$ cat src/rtl/fp_pkg.sv
// Shared FP datapath constants and types for the single-precision add/sub path.
package fp_pkg;

  localparam int unsigned EXP_W   = 8;
  localparam int unsigned MAN_W   = 24;
  localparam int unsigned GRS_W   = 3;
  localparam int unsigned ALIGN_W = MAN_W + GRS_W;
  // Wide enough to hold any shift distance up to ALIGN_W.
  localparam int unsigned AMT_W   = 5;

  typedef enum logic [1:0] {
    IDLE,
    SHIFT,
    DONE
  } align_state_e;

  typedef struct packed {
    logic [EXP_W-1:0] e;
    logic [MAN_W-1:0] m;
  } fp_unpacked_t;

endpackage

$ cat src/rtl/sticky_rshift.sv
// Combinational right shift that folds every bit shifted out, plus the old bit 0,
// into bit 0 of the result.
module sticky_rshift
  import fp_pkg::*;
(
  input  logic [ALIGN_W-1:0] din_i,
  input  logic [AMT_W-1:0]   amt_i,
  output logic [ALIGN_W-1:0] dout_o
);

  logic sticky;

  always_comb begin
    sticky = din_i[0];
    for (int unsigned i = 0; i < ALIGN_W; i++) begin
      if (i < 32'(amt_i)) begin
        sticky = sticky | din_i[i];
      end
    end
    dout_o    = din_i >> amt_i;
    dout_o[0] = dout_o[0] | sticky;
  end

endmodule

$ cat src/rtl/add_aligner.sv
// Pre-add operand aligner: swaps so the larger exponent is "big", then right-shifts the small
// mantissa STEP bits per cycle with guard/round/sticky. ALIGN_EARLY_OUT_EN skips SHIFT for diff>=27.
module add_aligner
  import fp_pkg::*;
#(
  parameter int unsigned STEP = 8
) (
  input  logic               clk,
  input  logic               rst_n,
  input  logic               in_valid,
  output logic               in_ready,
  input  logic [EXP_W-1:0]   a_e,
  input  logic [MAN_W-1:0]   a_m,
  input  logic [EXP_W-1:0]   b_e,
  input  logic [MAN_W-1:0]   b_m,
  output logic               out_valid,
  input  logic               out_ready,
  output logic [EXP_W-1:0]   out_e,
  output logic [ALIGN_W-1:0] out_big_m,
  output logic [ALIGN_W-1:0] out_small_m,
  output logic               out_swap
);

  localparam logic [AMT_W-1:0] StepAmt  = AMT_W'(STEP);
  localparam logic [AMT_W-1:0] MaxShift = AMT_W'(ALIGN_W);

  align_state_e        state_q, state_d;
  logic [EXP_W-1:0]    e_q, e_d;
  logic [ALIGN_W-1:0]  big_q, big_d;
  logic [ALIGN_W-1:0]  small_q, small_d;
  logic                swap_q, swap_d;
  logic [AMT_W-1:0]    rem_q, rem_d;

  fp_unpacked_t        op_a, op_b, op_big, op_small;
  logic                swap_in;
  logic [EXP_W:0]      diff;
  logic [AMT_W-1:0]    rem_init;
  logic [AMT_W-1:0]    amt;
  logic [ALIGN_W-1:0]  shifted;

  assign op_a     = '{e: a_e, m: a_m};
  assign op_b     = '{e: b_e, m: b_m};
  assign swap_in  = (b_e > a_e);
  assign op_big   = swap_in ? op_b : op_a;
  assign op_small = swap_in ? op_a : op_b;
  assign diff     = {1'b0, op_big.e} - {1'b0, op_small.e};
  assign rem_init = (diff >= (EXP_W+1)'(ALIGN_W)) ? MaxShift : diff[AMT_W-1:0];
  assign amt      = (rem_q < StepAmt) ? rem_q : StepAmt;

  sticky_rshift u_sticky_rshift (
    .din_i  (small_q),
    .amt_i  (amt),
    .dout_o (shifted)
  );

  always_comb begin
    state_d = state_q;
    e_d     = e_q;
    big_d   = big_q;
    small_d = small_q;
    swap_d  = swap_q;
    rem_d   = rem_q;
    unique case (state_q)
      IDLE: begin
        if (in_valid) begin
          e_d     = op_big.e;
          big_d   = {op_big.m, {GRS_W{1'b0}}};
          small_d = {op_small.m, {GRS_W{1'b0}}};
          swap_d  = swap_in;
          rem_d   = rem_init;
          state_d = (rem_init == '0) ? DONE : SHIFT;
`ifdef ALIGN_EARLY_OUT_EN
          // Everything shifts out: the result is just the sticky of the mantissa.
          if (rem_init == MaxShift) begin
            small_d = {{(ALIGN_W-1){1'b0}}, |op_small.m};
            rem_d   = '0;
            state_d = DONE;
          end
`endif
        end
      end
      SHIFT: begin
        small_d = shifted;
        rem_d   = rem_q - amt;
        if (rem_q == amt) begin
          state_d = DONE;
        end
      end
      DONE: begin
        if (out_ready) begin
          state_d = IDLE;
        end
      end
      default: state_d = IDLE;
    endcase
  end

  always_ff @(posedge clk) begin
    if (!rst_n) begin
      state_q <= IDLE;
      e_q     <= '0;
      big_q   <= '0;
      small_q <= '0;
      swap_q  <= 1'b0;
      rem_q   <= '0;
    end else begin
      state_q <= state_d;
      e_q     <= e_d;
      big_q   <= big_d;
      small_q <= small_d;
      swap_q  <= swap_d;
      rem_q   <= rem_d;
    end
  end

  assign in_ready    = rst_n & (state_q == IDLE);
  assign out_valid   = (state_q == DONE);
  assign out_e       = e_q;
  assign out_big_m   = big_q;
  assign out_small_m = small_q;
  assign out_swap    = swap_q;

endmodule

$ cat config.mk
export PLATFORM = sky130hd
export DESIGN_NAME = add_aligner
export DESIGN_NICKNAME = d
export VERILOG_FILES = /design/src/rtl/fp_pkg.sv /design/src/rtl/sticky_rshift.sv /design/src/rtl/add_aligner.sv
export SDC_FILE = /design/constraint.sdc
export NUM_CORES = 1
export LEC_CHECK = 0
export BUFFER_PORTS_ARGS = -buffer_cell sky130_fd_sc_hd__buf_2
export CORE_MARGIN = 4
export CORE_UTILIZATION = 40
export CTS_CLUSTER_DIAMETER = 150
export DETAILED_ROUTE_END_ITERATION = 8
export GPL_ROUTABILITY_DRIVEN = 0
export SYNTH_ARGS = -nofsm -noshare
export SYNTH_HDL_FRONTEND = slang
export SYNTH_SLANG_ARGS = --single-unit
$ cat constraint.sdc
create_clock -name clk -period 10.8 [get_ports clk]
set_input_delay 2.16 -clock clk [delete_from_list [all_inputs] [get_ports clk]]
set_output_delay 2.16 -clock clk [all_outputs]
set_load 0.03 [all_outputs]
==> Yosys cells after proc, flatten, opt, wreduce, memory -nomap -nowiden <==
Cells that the tools add are included.
{ "word_totals": {"ff_bits": 67, "input_bits": 68, "out_inout_bits": 65, "elab_cells": 117} }
{ "op_classes": {"add_sub_neg": 2, "order_cmp": 29, "n_eq_ne": 6, "shifts": 1, "mux": 39, "n_bitwise": 28, "reduce_logical": 6} }
{ "op_table": {"columns": ["op", "n"], "rows": [
  ["32-bit two-way mux", 2],
  ["5-bit less-than comparator, first input constant", 11],
  ["27-bit one-hot mux with 2 select lines", 1],
  ["4-bit by 5-bit less-than comparator with 1-bit output, first input constant", 8],
  ["27-bit two-way mux", 1],
  ["1-bit bitwise OR", 27],
  ["27-bit by 5-bit right shift with 27-bit output", 1],
  ["1-bit two-way mux", 26],
  ["3-bit by 5-bit less-than comparator with 1-bit output, first input constant", 4],
  ["5-bit two-way mux", 3],
  ["2-bit by 5-bit less-than comparator with 1-bit output, first input constant", 2],
  ["5-bit one-hot mux with 2 select lines", 1],
  ["9-bit by 5-bit greater-or-equal comparator with 1-bit output, second input constant", 1],
  ["8-bit by 8-bit subtractor with 9-bit output", 1],
  ["8-bit > comparator", 1],
  ["2-bit two-way mux", 4],
  ["2-bit one-hot mux with 3 select lines", 1],
  ["5-bit equality test", 1],
  ["5-bit logical NOT", 1],
  ["1-bit by 5-bit less-than comparator with 1-bit output, first input constant", 1],
  ["5-bit by 4-bit less-than comparator with 1-bit output, second input constant", 1],
  ["5-bit subtractor", 1],
  ["2-bit inequality test, second input constant", 2],
  ["2-bit AND reduction", 2],
  ["other kinds (7)", 7]
]} }

==> Longest topological paths before layout <==
{ "logic_depth": {"word_depth": 56, "mapped_depth": 22} }

==> Modules after synthesis <==
From an unflattened synthesis, not the netlist that was laid out.
{ "unflattened": {"cells_unflattened": 752, "area_unflattened_um2": 5479.0} }
{ "by_module_without_submodules": {"columns": ["mod", "instances", "cells_per_inst", "area_per_inst_um2"], "rows": [
  ["add_aligner", 1, 514, 3832.4],
  ["sticky_rshift", 1, 238, 1646.6]
]} }

==> Worst setup path after synthesis <==
OpenSTA, ideal clock, no wires.
{ "synth_timing": {"path_type": "input port to flip-flop", "startpoint": "in a_e[4]", "endpoint": "reg rem_q[4]", "setup_time_ns": 0.116, "arrival_ns": 5.996, "slack_ns": 4.689, "path_stages": 21, "path_buffers": 4, "cell_sequence": "inv_1 ha_1 buf_6 and4_4 a211o_1 a21oi_4 nor2_1 buf_2 clkbuf_1 clkbuf_1 nor2_1 nor2_1 ha_1 o21ai_0 a21oi_1 a2111o_1 a221oi_1 o32ai_1 a211oi_4 a31oi_1 a31o_1"} }
{ "synth_via": {"elab_chain_len": 7} }
{ "synth_rtl": {"columns": ["element", "line", "source"], "rows": [
  ["start: declaration", "add_aligner.sv:12", "input logic [EXP_W-1:0] a_e,"],
  ["8-bit > comparator", "add_aligner.sv:43", "assign swap_in = (b_e > a_e);"],
  ["32-bit two-way mux, on equally long branches", "add_aligner.sv:44, add_aligner.sv:45", null],
  ["8-bit by 8-bit subtractor with 9-bit output *", "add_aligner.sv:46", "assign diff = {1'b0, op_big.e} - {1'b0, op_small.e};"],
  ["9-bit by 5-bit greater-or-equal comparator with 1-bit output", "add_aligner.sv:47", "assign rem_init = (diff >= (EXP_W+1)'(ALIGN_W)) ? MaxShift : diff[AMT_W-1:0];"],
  ["5-bit two-way mux *", "add_aligner.sv:47", null],
  ["5-bit two-way mux *", "add_aligner.sv:65", "if (in_valid) begin"],
  ["5-bit one-hot mux with 2 select lines *", "add_aligner.sv:63", "unique case (state_q)"],
  ["end signal: assignment", "add_aligner.sv:112", "rem_q <= rem_d;"],
  ["end: declaration", "add_aligner.sv:32", "logic [AMT_W-1:0] rem_q, rem_d;"]
]} }
Every way passes the cells marked *; elsewhere a longest branch is shown, timed or not. The select of a mux whose other input is x is not followed.
A chain may end at the register's enable or synchronous reset.

==> Final worst setup path <==
{ "layout_timing": {"startpoint": "in a_e[6]", "endpoint": "reg rem_q[4]"} }
The elaborated chain is that of the path after synthesis.

==> impl_metrics.ini <==
[timing]
rsz0062_at_grt = no
maxSlewViolCount = 0
relSlewSlack_pct = 26.49
setup_violations = 0
fmaxAchievable_ghz = 0.1605
finalWorstSetupSlack_ns = 4.568
min_period_ns = 6.232
skew_ns = 0.005854
min_period_over_period_pct = 57.70
hold_viol = 0
worstMarginPinSlew_ns = 1.103
tns_ns = 0

[cells_and_area]
area_growth_syn_to_layout_pct = 18.46
stdcell_count = 936
postLayoutCoreUtil_pct = 48.34
layout.nets = 837
regArea_sq_um = 1341
diodes = 0
final_layout_size_suffix_gt1_share_pct = 21.73
multi_input_area_sq_um = 3492
n_fill_cell = 1276

[setup_path]
cp-end-kind = flip-flop
start_kind = input port
crit_chain = buf_2 > inv_1 > ha_1 > nand2_1 > o21a_1 > a31oi_1 > nor2_4 > nor2_1 > nor2_1 > ha_1 > o21ai_0 > a21oi_1 > a2111o_1 > a221oi_1 > o32ai_1 > a211oi_4 > a31oi_1 > a31o_1
cp_max_fo = 48
crit_family = compound AO/OA/AOI/OAI gates
crit_slowest_cell = a31oi_1
crit_required_ns = 11.02
critPathMaxStageDelay_ns = 0.62
r2r_slack_ns = 7.77
path_buf_inv = 2
arrival_ns = 6.46
criticalPathCategory = in -> reg

[logic_synthesis]
yosysTopAreaCellShare_pct = 26.04
yosysUniqueCellTypes = 59
synth_async_sr_flop_share_pct = 0
synth_edf_count = 0
yosys-top-cells-count = nand2_1 (127), mux2i_1 (74), dfxtp_1 (67), o21ai_0 (37)
synth_warnings = 0
ys.flop_type = dfxtp_1
avgSynthCellArea_sq_um = 7.675
ys_seq_area_share_pct = 26.04
synthCells = 671
synth_seq_cells = 67
synthTopCellsByArea = dfxtp_1 (26%), mux2i_1 (14%), nand2_1 (9.3%)
yosysMostFrequentCell = nand2_1
synth_area_leader_cell = dfxtp_1
synth_area_sq_um = 5150

[clock_network]
cts_hold_buf = 0
clock-root-buffer = clkbuf_16
clkTransAtPathRegs_ns = 0.06
cts_sinks = 67
postCtsSetupBuffers = 0
cts.repair.resized = 0
cts_tree = built
numCtsBuffers = 9
htree_levels = 3
cts.path.max_buffers = 2
clk_latency_ns = 0.33

[grt]
grt_max_degree = 89
grt_pass1_wl_um = 26350
antenna_found_initial = 0
grt_pass1_vias = 4988
grt_overflow = 0
grt_usage_pct = 22.09

[run_status]
status = finished clean

[floorplanning]
start_util_pct = 40.81
core_area_sq_um = 12620
die_width_um = 121.5
dieArea_sq_um = 14750
ios = 133
rows = 41
die_y_um = 121.5

[pwr]
powerDensity_nw_per_um2 = 165.7
total_power_mw = 1.011
p_leak_nw = 2.855
irDropWorstVdd_mv = 0.08246

[route]
vias = 5374
routed_wl_um = 16410
routedWlPerCell_um = 17.53
drt_iter0_drc = 492
drcViolationCount = 0
vias_per_cell = 5.741
drt_first_pass_iters = 6
antenna_left = 0

[placement]
placed_cells = 920
hpwl_um = 11700
preCtsSetupSlack_ns = 4.304
numPortBuffers = 129

[flow_run]
maxCapViolCount = 0

[min_path]
hold_class = reg -> reg
==> worst paths after layout <==
kind / start / to / cells past startpoint
setup / recovery: a_e[6] / rem_q[4] / 18
hold / removal: out_big_m[17] / out_big_m[17] / 1
setup reg to reg: rem_q[4] / out_small_m[3] / 9
hold reg to reg: out_big_m[17] / out_big_m[17] / 1
==> cell usage in the layout (no fill, tap or decap), types with 7 or more instances in the layout <==
| cell | n |
|---|---|
| inv_1 | 14 |
| nor2b_1 | 23 |
| a221oi_1 | 15 |
| ha_1 | 10 |
| clkbuf_16 | 9 |
| a211oi_1 | 9 |
| o21a_1 | 9 |
| buf_2 | 129 |
| o21ai_0 | 37 |
| nand2_1 | 127 |
| o211a_1 | 34 |
| dfxtp_1 | 67 |
| nor2_1 | 33 |
| o211ai_1 | 10 |
| buf_4 | 7 |
| mux2i_1 | 74 |
| a21oi_1 | 35 |
| nand3_1 | 30 |
| and2_1 | 7 |
==> flip-flops by register name, indices dropped and copies added (netlist names) <==
register     count
out_e            8
out_big_m       24
state_q          2
out_swap         1
out_small_m     27
rem_q            5
==> kinds of logic (layout without fill, tap and decap cells) <==
kind of cell / Yosys count / after routing / synth area share [%]
muxes: 78 / 78 / 15.91
AOI/OAI and AO/OA: 187 / 187 / 26.48
and+or+nand+nor: 249 / 249 / 21.96
buffers and inverters: 75 / 166 / 6.511
DFF: 67 / 67 / 26.04
adders and majority gates: 10 / 10 / 2.430
other: 2 / 4 / 0.1458
xor gates and xnor gates: 3 / 3 / 0.5103
==> metrics by stage <==
stage | cell area [sq um] | hold slack (ns)
detailed placement | 5799 | 0.4824
global placement | 5799 | 0.4774
finish | 6101 | 0.4933
global route | 6101 | 0.5093
floorplan | 5157 | 0.5571
CTS | 6101 | 0.4976
==> per-layer routing <==
| layer | share of wire, % | track usage, % | up-vias |
|---|---|---|---|
| li1 | - | - | 2597 |
| met1 | 47 | 32.69 | 2540 |
| met2 | 45 | 32.82 | 223 |
| met3 | 7.4 | 4.056 | 14 |
| met4 | 1.1 | 5.882 | 0 |
| met5 | 0 | 0 | - |
==> power by group <==
group	switching (mW)	internal, mW	total (mW)
registers	0.0367	0.278	0.314
logic	0.251	0.138	0.390
clock network	0.126	0.181	0.307
==> layout make-up <==
type	instances	area share, %
inverters	14	0.8614
clock inverters	7	1.251
multi-input cells	531	57.24
well taps	172	3.527
repair buffers	136	11.44
flip-flops and latches	67	21.99
clock buffers	9	3.692
Power figures use the tool's default switching activity.
